File: config.mk
export PLATFORM = sky130hd
export DESIGN_NAME = add_arbiter_flat
export DESIGN_NICKNAME = d
export VERILOG_FILES = /design/src/rtl/add_arbiter_pkg.sv /design/src/rtl/add_arbiter_if.sv /design/src/rtl/rr_pick2.sv /design/src/rtl/add_arbiter.sv /design/src/flat_wrapper.sv
export SDC_FILE = /design/constraint.sdc
export NUM_CORES = 1
export LEC_CHECK = 0
export ABC_AREA = 1
export CAP_MARGIN = 10
export CORE_AREA = 2 2 56 58
export CTS_BUF_LIST = sky130_fd_sc_hd__clkbuf_16
export DETAILED_ROUTE_END_ITERATION = 10
export DIE_AREA = 0 0 58 60
export GPL_TIMING_DRIVEN = 1
export HOLD_SLACK_MARGIN = 0.15
export PLACE_DENSITY = 0.81
export SYNTH_ARGS = -nofsm -noshare
export SYNTH_HDL_FRONTEND = slang
export SYNTH_SLANG_ARGS = --single-unit
File: constraint.sdc
create_clock -name clk -period 2.71 [get_ports clk]
set_clock_uncertainty 0.05 [all_clocks]
set_input_delay 0.542 -clock clk [delete_from_list [all_inputs] [get_ports clk]]
set_output_delay 0.542 -clock clk [all_outputs]
set_load 0.01 [all_outputs]
File: src/rtl/add_arbiter_pkg.sv
// Shared definitions for the two-requester adder arbiter: FSM encoding,
// datapath widths and timing constants.
package add_arbiter_pkg;

  typedef enum logic [1:0] {
    IDLE  = 2'd0,
    START = 2'd1,
    WAIT  = 2'd2,
    RESP  = 2'd3
  } arb_state_e;

  localparam int DEFAULT_TIMEOUT = 8;
  localparam int ADD_LATENCY     = 3;
  localparam int OP_W            = 4;
  localparam int SUM_W           = 8;

  // Width of a counter that must reach t-1; never narrower than one bit.
  function automatic int cnt_width(input int t);
    return (t > 1) ? $clog2(t) : 1;
  endfunction

endpackage

File: src/rtl/add_arbiter_if.sv
// Bundle of requester-side and adder-side signals around add_arbiter.
interface add_arbiter_if;
  import add_arbiter_pkg::*;

  // Requester: holds reqN with stable aN/bN until grantN; grantN stays high
  // through the single-cycle doneN pulse (result/err valid with doneN).
  // Adder: samples add_a/add_b on add_start, answers with add_done + add_sum.
  logic             req0;
  logic             req1;
  logic [OP_W-1:0]  a0;
  logic [OP_W-1:0]  b0;
  logic [OP_W-1:0]  a1;
  logic [OP_W-1:0]  b1;
  logic             grant0;
  logic             grant1;
  logic             done0;
  logic             done1;
  logic [SUM_W-1:0] result;
  logic             err;
  logic             add_start;
  logic [OP_W-1:0]  add_a;
  logic [OP_W-1:0]  add_b;
  logic             add_done;
  logic [SUM_W-1:0] add_sum;

  modport slave (
    input  req0, req1, a0, b0, a1, b1, add_done, add_sum,
    output grant0, grant1, done0, done1, result, err, add_start, add_a, add_b
  );

  modport master (
    output req0, req1, a0, b0, a1, b1, add_done, add_sum,
    input  grant0, grant1, done0, done1, result, err, add_start, add_a, add_b
  );

endinterface

File: src/rtl/rr_pick2.sv
// Two-way round-robin pick: the requester not granted last wins a tie.
module rr_pick2 (
  input  logic req0,
  input  logic req1,
  input  logic last,
  output logic sel,
  output logic valid
);

  always_comb begin
    valid = req0 | req1;
    sel   = 1'b0;
    if (req0 && req1) begin
      sel = ~last;
    end else if (req1) begin
      sel = 1'b1;
    end
  end

endmodule

File: src/rtl/add_arbiter.sv
// Arbitrates two requesters onto one shared multi-cycle adder, with a bounded
// wait for the adder's answer and an error flag on timeout.
module add_arbiter
  import add_arbiter_pkg::*;
#(
  parameter int TIMEOUT = DEFAULT_TIMEOUT
) (
  input  logic         clk,
  input  logic         rst,
  add_arbiter_if.slave bus,
  output arb_state_e   dbg_state
);

  localparam int            CW       = cnt_width(TIMEOUT);
  localparam logic [CW-1:0] CNT_LAST = CW'(TIMEOUT - 1);

  arb_state_e       state_q, state_d;
  logic             owner_q, owner_d;
  logic             last_q, last_d;
  logic             grant0_q, grant0_d;
  logic             grant1_q, grant1_d;
  logic             done0_q, done0_d;
  logic             done1_q, done1_d;
  logic             add_start_q, add_start_d;
  logic [OP_W-1:0]  add_a_q, add_a_d;
  logic [OP_W-1:0]  add_b_q, add_b_d;
  logic [SUM_W-1:0] result_q, result_d;
  logic             err_q, err_d;
  logic [CW-1:0]    cnt_q, cnt_d;

  logic             pick_sel;
  logic             pick_valid;

  rr_pick2 u_pick (
    .req0  (bus.req0),
    .req1  (bus.req1),
    .last  (last_q),
    .sel   (pick_sel),
    .valid (pick_valid)
  );

  always_comb begin
    state_d     = state_q;
    owner_d     = owner_q;
    last_d      = last_q;
    grant0_d    = grant0_q;
    grant1_d    = grant1_q;
    done0_d     = 1'b0;
    done1_d     = 1'b0;
    add_start_d = 1'b0;
    add_a_d     = add_a_q;
    add_b_d     = add_b_q;
    result_d    = result_q;
    err_d       = err_q;
    cnt_d       = cnt_q;

    case (state_q)
      IDLE: begin
        if (pick_valid) begin
          owner_d     = pick_sel;
          add_a_d     = pick_sel ? bus.a1 : bus.a0;
          add_b_d     = pick_sel ? bus.b1 : bus.b0;
          grant0_d    = ~pick_sel;
          grant1_d    = pick_sel;
          add_start_d = 1'b1;
          state_d     = START;
        end
      end

      START: begin
        cnt_d   = '0;
        state_d = WAIT;
      end

      // add_done is tested first so an answer on the last allowed cycle wins.
      WAIT: begin
        if (bus.add_done) begin
          result_d = bus.add_sum;
          err_d    = 1'b0;
          state_d  = RESP;
        end else if (cnt_q == CNT_LAST) begin
          result_d = '0;
          err_d    = 1'b1;
          state_d  = RESP;
        end else begin
          cnt_d = cnt_q + CW'(1);
        end
        if (state_d == RESP) begin
          done0_d = ~owner_q;
          done1_d = owner_q;
        end
      end

      RESP: begin
        grant0_d = 1'b0;
        grant1_d = 1'b0;
        last_d   = owner_q;
        state_d  = IDLE;
      end

      default: state_d = IDLE;
    endcase
  end

  always_ff @(posedge clk) begin
    if (rst) begin
      state_q     <= IDLE;
      owner_q     <= 1'b0;
      last_q      <= 1'b1;
      grant0_q    <= 1'b0;
      grant1_q    <= 1'b0;
      done0_q     <= 1'b0;
      done1_q     <= 1'b0;
      add_start_q <= 1'b0;
      add_a_q     <= '0;
      add_b_q     <= '0;
      result_q    <= '0;
      err_q       <= 1'b0;
      cnt_q       <= '0;
    end else begin
      state_q     <= state_d;
      owner_q     <= owner_d;
      last_q      <= last_d;
      grant0_q    <= grant0_d;
      grant1_q    <= grant1_d;
      done0_q     <= done0_d;
      done1_q     <= done1_d;
      add_start_q <= add_start_d;
      add_a_q     <= add_a_d;
      add_b_q     <= add_b_d;
      result_q    <= result_d;
      err_q       <= err_d;
      cnt_q       <= cnt_d;
    end
  end

  assign bus.grant0    = grant0_q;
  assign bus.grant1    = grant1_q;
  assign bus.done0     = done0_q;
  assign bus.done1     = done1_q;
  assign bus.add_start = add_start_q;
  assign bus.add_a     = add_a_q;
  assign bus.add_b     = add_b_q;
  assign bus.result    = result_q;
  assign bus.err       = err_q;
  assign dbg_state     = state_q;

endmodule

File: src/flat_wrapper.sv
// flat-port wrapper written by rule: the top's interface ports become plain ports
module add_arbiter_flat import add_arbiter_pkg::*;
#(
  parameter int TIMEOUT = DEFAULT_TIMEOUT
)
  (clk, rst, dbg_state, bus_req0, bus_req1, bus_a0, bus_b0, bus_a1, bus_b1, bus_add_done, bus_add_sum, bus_grant0, bus_grant1, bus_done0, bus_done1, bus_result, bus_err, bus_add_start, bus_add_a, bus_add_b);
  add_arbiter_if bus_i ();
  input  logic clk;
  input  logic rst;
  output arb_state_e dbg_state;
  input wire logic [$bits(bus_i.req0)-1:0] bus_req0;
  input wire logic [$bits(bus_i.req1)-1:0] bus_req1;
  input wire logic [$bits(bus_i.a0)-1:0] bus_a0;
  input wire logic [$bits(bus_i.b0)-1:0] bus_b0;
  input wire logic [$bits(bus_i.a1)-1:0] bus_a1;
  input wire logic [$bits(bus_i.b1)-1:0] bus_b1;
  input wire logic [$bits(bus_i.add_done)-1:0] bus_add_done;
  input wire logic [$bits(bus_i.add_sum)-1:0] bus_add_sum;
  output wire logic [$bits(bus_i.grant0)-1:0] bus_grant0;
  output wire logic [$bits(bus_i.grant1)-1:0] bus_grant1;
  output wire logic [$bits(bus_i.done0)-1:0] bus_done0;
  output wire logic [$bits(bus_i.done1)-1:0] bus_done1;
  output wire logic [$bits(bus_i.result)-1:0] bus_result;
  output wire logic [$bits(bus_i.err)-1:0] bus_err;
  output wire logic [$bits(bus_i.add_start)-1:0] bus_add_start;
  output wire logic [$bits(bus_i.add_a)-1:0] bus_add_a;
  output wire logic [$bits(bus_i.add_b)-1:0] bus_add_b;
  assign bus_i.req0 = bus_req0;
  assign bus_i.req1 = bus_req1;
  assign bus_i.a0 = bus_a0;
  assign bus_i.b0 = bus_b0;
  assign bus_i.a1 = bus_a1;
  assign bus_i.b1 = bus_b1;
  assign bus_i.add_done = bus_add_done;
  assign bus_i.add_sum = bus_add_sum;
  assign bus_grant0 = bus_i.grant0;
  assign bus_grant1 = bus_i.grant1;
  assign bus_done0 = bus_i.done0;
  assign bus_done1 = bus_i.done1;
  assign bus_result = bus_i.result;
  assign bus_err = bus_i.err;
  assign bus_add_start = bus_i.add_start;
  assign bus_add_a = bus_i.add_a;
  assign bus_add_b = bus_i.add_b;
  add_arbiter #(.TIMEOUT(TIMEOUT)) u_core (.clk(clk), .rst(rst), .bus(bus_i), .dbg_state(dbg_state));
endmodule
Word level (Yosys, flattened, before mapping)
Cells that the tools add are included.
{"block": "word_totals", "word_cells": 61, "output_inout_bits": 24, "regBits": 29, "in_bits": 29}
{"block": "op_classes", "n_addsub": 1, "mux": 21, "reduce_logical": 11, "eq_ne": 8, "bitwise": 7}
{"operator": "8-bit two-way mux", "count": 2}
{"operator": "2-bit two-way mux", "count": 4}
{"operator": "4-bit two-way mux", "count": 2}
{"operator": "2-bit one-hot mux with 4 select lines", "count": 1}
{"operator": "1-bit two-way mux", "count": 7}
{"operator": "2-bit == test (second input constant)", "count": 3}
{"operator": "3-bit two-way mux", "count": 2}
{"operator": "1-bit inverter", "count": 6}
{"operator": "3-bit one-hot mux with 2 select lines", "count": 1}
{"operator": "2-bit AND reduction", "count": 3}
{"operator": "2-bit nonzero test", "count": 3}
{"operator": "2-bit inequality test (second input constant)", "count": 2}
{"operator": "1-bit one-hot mux with 2 select lines", "count": 2}
{"operator": "3-bit by 1-bit adder with 3-bit output (second input constant)", "count": 1}
{"operator": "3-bit == test (second input constant)", "count": 1}
{"operator": "3-bit AND reduction", "count": 1}
{"operator": "3-bit OR reduction", "count": 1}
{"operator": "2-bit by 1-bit == test with 1-bit output (second input constant)", "count": 1}
{"operator": "2-bit zero test", "count": 1}
{"operator": "2-bit by 1-bit inequality test with 1-bit output (second input constant)", "count": 1}
{"operator": "2-bit OR reduction", "count": 1}
{"operator": "1-bit logical AND", "count": 1}
{"operator": "1-bit OR", "count": 1}

Longest topological paths before layout
Gate-level depths: netlist of run 1.
{"block": "depth", "word_depth": 7, "ltp_mapped": 8}

By module
A second synthesis of run 1 with hierarchy kept.
{"block": "unflattened", "hier_cells": 161, "hier_area_um2": 1166.1}
{"module": "add_arbiter", "area_per_inst_um2": 1151.1, "instances": 1, "cells_per_inst": 158}
{"module": "rr_pick2", "area_per_inst_um2": 15.0, "instances": 1, "cells_per_inst": 3}

Worst setup path after synthesis of run 1
OpenSTA, ideal clock, no wires.
{"block": "synth_path", "kind": "reg-to-reg", "start": "reg u_core.cnt_q[0]", "end": "reg u_core.cnt_q[0]", "period_less_slack_ns": 1.284, "setup_slack_ns": 1.426, "stages_incl_launch_ff": 9, "t_arrival_ns": 1.163, "setup_time_ns": 0.070, "path_cell_list": "dfxtp_1 -> ha_1 -> ha_1 -> inv_1 -> nand2_1 -> nand2_2 -> buf_6 -> nand3_1 -> a21oi_1"}
{"block": "synth_between", "elab_chain_cells": 4, "elab_cells_between_ends": 7, "classes_between": "1 x add/sub; 2 x eq/ne; 3 x mux; 1 x reduce/logical"}
{"item": "from (decl)", "line_no": "add_arbiter.sv:29", "text": "logic [CW-1:0] cnt_q, cnt_d;"}
{"item": "from (signal assigned)", "line_no": "add_arbiter.sv:133", "text": "cnt_q <= cnt_d;"}
{"item": "3-bit by 1-bit adder with 3-bit output", "line_no": "add_arbiter.sv:86", "text": "cnt_d = cnt_q + CW'(1);"}
{"item": "3-bit two-way mux", "line_no": "add_arbiter.sv:81", "text": "end else if (cnt_q == CNT_LAST) begin"}
{"item": "3-bit two-way mux", "line_no": "add_arbiter.sv:77", "text": "if (bus.add_done) begin"}
{"item": "3-bit one-hot mux with 2 select lines", "line_no": "add_arbiter.sv:57", "text": "case (state_q)"}
Several ways; a longest one is shown, not always the timed one. The select of a mux whose other input is x is not followed.
A chain may end at the register's enable or synchronous reset.

Worst setup path in the final report of run 1
{"block": "layout_path", "start": "reg u_core.state_q[0], in the netlist u_core.dbg_state[0]", "end": "out dbg_state[0]"}
{"item": "from (decl)", "line_no": "add_arbiter.sv:17", "text": "arb_state_e state_q, state_d;"}
{"item": "from (signal assigned)", "line_no": "add_arbiter.sv:121", "text": "state_q <= state_d;"}
{"item": "to (decl)", "line_no": "flat_wrapper.sv:10", "text": "output arb_state_e dbg_state;"}
No word-level cell between the ends.

==> results of run 1 <==
-- layout by cell type, fill, tap and decap left out --
master,count
clkdlybuf4s50_1,52
nand2_1,47
nor2_1,31
dfxtp_1,29
a21oi_1,14
inv_1,14
o21ai_1,8
nand3_1,5
clkbuf_16,5
inv_2,3
nor2_4,3
nand2_2,2
o21ai_0,2
ha_1,2
clkinv_2,2
o21ai_2,1
nor3_1,1
o211ai_1,1
buf_4,1
-- power groups by stage --
stage | logic, mW | registers [mW] | clock network [mW]
after floorplan | 0.126 | 0.516 | 0
after CTS | 0.269 | 0.495 | 0.521
final | 0.267 | 0.495 | 0.510
after global routing | 0.298 | 0.499 | 0.549
after detailed placement | 0.267 | 0.503 | 0
after global placement | 0.264 | 0.502 | 0
-- sequential cells by signal (all words and copies together) (netlist names) --
name	cells
u_core.bus.result	8
u_core.bus.add_a	4
u_core.bus.add_b	4
u_core.cnt_q	3
u_core.dbg_state	2
u_core.bus.add_start	1
u_core.bus.done0	1
u_core.bus.done1	1
u_core.bus.err	1
u_core.bus.grant0	1
u_core.bus.grant1	1
u_core.last_q	1
u_core.owner_q	1
-- metrics by stage --
| stage | hold WS, ns | worst slack [ns] | util (%) | power [mW] |
|---|---|---|---|---|
| after global placement | 0.390 | 0.879 | 60.0 | 0.766 |
| after CTS | 0.408 | 0.788 | 64.7 | 1.29 |
| after detailed placement | 0.393 | 0.819 | 60.0 | 0.770 |
| after floorplan | 0.363 | 1.43 | - | 0.642 |
| after global routing | 0.431 | 0.744 | 64.7 | 1.35 |
| final | 0.411 | 0.796 | 64.7 | 1.27 |
-- worst paths after layout --
| kind | from | to | slack [ns] | cells after the start |
|---|---|---|---|---|
| setup reg to reg | u_core.cnt_q[0] | u_core.cnt_q[1] | 1.21 | 8 |
| hold reg to reg | u_core.owner_q | u_core.bus.done0 | 0.41 | 1 |
| setup / recovery | u_core.dbg_state[0] | dbg_state[0] | 0.80 | 1 |
| hold / removal | u_core.owner_q | u_core.bus.done0 | 0.41 | 1 |
-- worst register-to-register path, stage by stage, from the launching register on --
cell	delay (ns)
dfxtp_1	0.32
ha_1	0.20
ha_1	0.18
inv_1	0.06
nand2_1	0.09
nand2_2	0.22
nand2_1	0.14
nand2_1	0.08
a21oi_1	0.06
-- layer usage --
metal	vias to the layer above	wire [microns]	GRT usage (%)
met2	19	1420	33.6
met3	7	131	8.23
met4	0	48	6.31
li1	628	-	-
met1	532	1290	21.5
met5	-	0	0
-- kinds of logic after synthesis --
family	share of synthesized area [%]
simple gates	30.4
flops	47.8
compound gates	11.2
buf+inv	8.55
fa+ha+maj	2.06
-- layout make-up --
cell class | count | area share, %
clock buffer | 5 | 6.66
clock inverter | 3 | 0.732
inverter | 16 | 3.20
multi-input combinational | 117 | 28.2
sequential | 29 | 30.9
tap | 33 | 2.20
timing repair buffer | 53 | 28.1
==> results.md, run 1 <==
* Synth top area share at a little under half
* Initial Util at 41.9%
* CP Data Required Time at about 2.1 ns
* Yosys reg bits at 29
* Hold buffers post-CTS at 0
* Die Wd at roughly 58 microns
* Critical Path End Type: output port
* CTS tree: yes
* Clock Latency Late Sink at approximately 0.27 ns
* Dpl hpwl at between 2 and 2.5 mm
* GRT Util Overall at 19.4%
* CTS H-Tree Depth at 2
* Slowest cell on crit path: clkdlybuf4s50_1
* Period minus WS final at 1.91 ns
* DIE AREA at 3480 sq um
* Drt total wl at approximately 2.9 mm
* CP Buf/Inv Count at 1
* CTS root buf: clkbuf_16
* Rows at 20
* Hold Path Class: flip-flop to flip-flop
* Top-count cell post-synth: nand2_1
* Port Buffer Count at 52
* Synth-to-Final Area Change at 54.7%
* Clock Power Share at around 40%
* Max Fclk at between 500 and 600 MHz
* Final std cells w/o fill at 256
* P_leak at between 0.7 and 0.8 nW
* Final #Nets at 253
* Io pins at 53
* DRC viols at 0
* Post-Synthesis Cells at 168
* Cell-internal power at roughly 940 uW
* GRT overflow at 0
* Post-Place Cells at ~250
* Crit-path max FO at 6
* Tcrit/Tclk final at a little over two thirds
* Seq/Total Area, Yosys at 47.8%
* Setup TNS at 0 ns
* Vias/cell at 4.63
* Max-slew headroom at 72.7%
* Clock buffer depth at 2
* Crit-path leading delay family: buffers and inverters
* Net Switching at between 300 and 400 uW
* Sequential power share at approximately two fifths
* Ranking of synthesized cells by area: dfxtp_1 (48%), nand2_1 (15%), nor2_1 (9.6%)
* Post-Syn Area per Cell at approximately 7.2 sq um
* Top_reg_cell synth: dfxtp_1
* Unrepaired setup endpoints after global routing: no
* Drt pass-1 iters at 4
* Fill count at approximately 240
* Critical path type: flip-flop to output port
* Ratio of cells with drive above 1 in the final layout at ~7.6%
* Top post-synthesis cells by count: nand2_1 (47), nor2_1 (31), dfxtp_1 (29)
* Clock slew at reported path FFs at around 0.05 ns
* Via count at 1186
* Slowest stage delay, CP at 0.59 ns
* Global-route wire length before repair at approximately 5 mm
* CP startpoint kind: flip-flop
* ANT nets after route at 0
* Worst-path cell chain: clkdlybuf4s50_1
* Switching Share at 26.4%
* Max VDD drop at approximately 0.50 mV
* Yosys warnings at 0
* # setup viols final at 0
* Async SR Flop Fraction at 0%
* FF+latch area at a little under 600 sq um
* Design area at approximately 1900 sq um
* CTS Sinks at 29
* Synth Cell Area at about 1200 sq um
* Post-CTS setup buffer count at 0
* Die span in y at ~60 microns
* Multi-input logic area at 531 sq um
* Tightest Pin Transition at about 0.41 ns
* Initial antenna violation count at 0
* CP arrival at ~1.3 ns
* Outcome: finished clean
* Netlist cell types at 20
* Final hold vios at 0
* Vias in the first global route at 1138
* Syn nets at around 200
* Routed length per instance at ~11 microns
* CTS-repair resized insts at 0
* ANT cells at 0
* Placer Congestion at roughly 0.74
* Gate power share at between 20% and 30%
* Max-slew violations at 0
* Power per cell area at between 600 and 700 nW/um^2
* Largest net degree at the start of global routing at 18
* Post-synth EDFFs at 0
* Max Cap Violations at 0
* Placed Area at between 1500 and 2000 sq um
* Num CTS Buffers at 5
* DRT iter0 DRCs at 21
* Core area at slightly below 3000 sq um
* Synth area leader: dfxtp_1
(Power assumes the default switching activity.)
==> run 2: changes to the inputs <==
--- a/config.mk
+++ b/config.mk
@@ -7,13 +7,13 @@
 export LEC_CHECK = 0
 export ABC_AREA = 1
 export CAP_MARGIN = 10
-export CORE_AREA = 2 2 56 58
+export CORE_AREA = 2 2 61 63
 export CTS_BUF_LIST = sky130_fd_sc_hd__clkbuf_16
 export DETAILED_ROUTE_END_ITERATION = 10
-export DIE_AREA = 0 0 58 60
+export DIE_AREA = 0 0 63 65
 export GPL_TIMING_DRIVEN = 1
 export HOLD_SLACK_MARGIN = 0.15
-export PLACE_DENSITY = 0.81
+export PLACE_DENSITY = 0.72
 export SYNTH_ARGS = -nofsm -noshare
 export SYNTH_HDL_FRONTEND = slang
 export SYNTH_SLANG_ARGS = --single-unit
==> constraint.sdc (replaced) <==
create_clock -name clk -period 1.7 [get_ports clk]
set_clock_uncertainty 0.05 [all_clocks]
set_input_delay 0.34 -clock clk [delete_from_list [all_inputs] [get_ports clk]]
set_output_delay 0.34 -clock clk [all_outputs]
set_load 0.01 [all_outputs]
==> results.md, run 2 (synthesis results as in run 1) <==
* Outcome: finished clean
* CTS-repair resized insts at 0
* CTS Sinks at 29
* Max Fclk at ~610 MHz
* P_leak at roughly 0.8 nW
* Global-route wire length before repair at a little over 5 mm
* Final hold vios at 0
* Hold buffers post-CTS at 0
* # setup viols final at 0
* Setup TNS at 0 ns
* Final #Nets at ~260
* Io pins at 53
* Initial antenna violation count at 0
* Max VDD drop at roughly 0.51 mV
* Tightest Pin Transition at approximately 0.33 ns
* Dpl hpwl at around 2.2 mm
* Unrepaired setup endpoints after global routing: no
* Port Buffer Count at 52
* Post-Place Cells at 266
* ANT cells at 0
* R2R cell count at 8
* Via count at roughly 1200
* Ratio of cells with drive above 1 in the final layout at under 10%
* Most common cell after layout, fill and taps aside: clkdlybuf4s50_1
* CTS H-Tree Depth at 2
* Most frequent cells in the layout: clkdlybuf4s50_1 (52), nand2_1 (47), nor2_1 (31)
* ANT nets after route at 0
* Clock slew at reported path FFs at ~0.050 ns
* Hold wc startpoint: u_core.owner_q
* CP Buf/Inv Count at 1
* Crit-path max FO at 5
* Placer Congestion at approximately 0.79
* Vias/cell at approximately 4.3
* DRC viols at 0
* Hold Path Class: flip-flop to flip-flop
* Final std cells w/o fill at about 270
* Drt pass-1 iters at 4
* GRT overflow at 0
* CTS root buf: clkbuf_16
* Routed length per instance at 10.8 microns
* Crit-path leading delay family: buffers and inverters
* Synth-to-Final Area Change at 58.6%
* Core area at 3500 sq um
* DIE AREA at about 4000 sq um
* Vias in the first global route at ~1200
* Tcrit/Tclk final at a little over nine tenths
* Clock buffer depth at 2
* Max-slew headroom at between 70 and 80%
* Power, Total at just over 2 mW
* Max FFs per register at 8
* CP startpoint kind: flip-flop
* Slowest stage delay, CP at ~0.57 ns
* Die span in y at 65 microns
* CP Data Required Time at 1.31 ns
* Max Cap Violations at 0
* Largest net degree at the start of global routing at 18
* Die Wd at between 60 and 70 microns
* Critical path type: flip-flop to output port
* CP arrival at 1.25 ns
* Period minus WS final at roughly 1.6 ns
* GRT Util Overall at about 16%
* Worst r2r src: u_core.cnt_q[0]
* Num CTS Buffers at 5
* Clock Latency Late Sink at between 0.2 and 0.3 ns
* Crit path depth at 1
* Critical Path End Type: output port
* Power per cell area at about 1100 nW/um^2
* Max-slew violations at 0
* Drt total wl at roughly 3.0 mm
* Rows at 22
* Post-CTS setup buffer count at 0
* Worst hold stages at 1
* Origin of the worst setup path: u_core.dbg_state[1]
* Worst-path cell chain: clkdlybuf4s50_1
* CTS tree: yes
* Slowest cell on crit path: clkdlybuf4s50_1
* Initial Util at 34.8%
* DRT iter0 DRCs at 31
## run 2: final timing paths
check                                        end  slack [ns]
worst max-delay path                dbg_state[1]        0.06
worst min-delay path            u_core.bus.done0        0.40
worst min register to register  u_core.bus.done0        0.40
worst max register to register   u_core.cnt_q[0]        0.21
## run 2: power breakdown
group	switching, mW	total [mW]	internal [mW]	leakage (nW)
Combinational	0.220	0.462	0.243	0.500
Sequential	0.0356	0.782	0.746	0.238
Clock	0.264	0.783	0.519	0.0685
## run 2: routing by layer
| metal | up-vias | routed length (microns) | track usage, % |
|---|---|---|---|
| met2 | 23 | 1460 | 26.6 |
| li1 | 633 | - | - |
| met3 | 9 | 93 | 3.65 |
| met1 | 521 | 1310 | 18.5 |
| met5 | - | 0 | 0 |
| met4 | 0 | 99 | 11.7 |
## run 2: per-stage QoR
step / hold slack (ns) / utilization, % / cell area, sq um / setup WS (ns)
3_5_place_dp: 0.381 / 51.3 / 1790 / 0.0804
4_1_cts: 0.395 / 55.1 / 1930 / 0.0473
6_report: 0.397 / 55.1 / 1930 / 0.0602
5_1_grt: 0.421 / 55.1 / 1930 / 0.00218
2_1_floorplan: 0.363 / - / 1210 / 0.416
3_3_place_gp: 0.396 / 51.3 / 1790 / 0.0822
## run 2: final cells by class
class	instances	area (sq um)
Clock inverter	2	7.51
Clock buffer	5	125
Tap cell	48	60.1
Multi-Input combinational cell	117	531
Inverter	16	60.1
Sequential cell	29	581
Fill cell	330	1570
Timing Repair Buffer	56	563
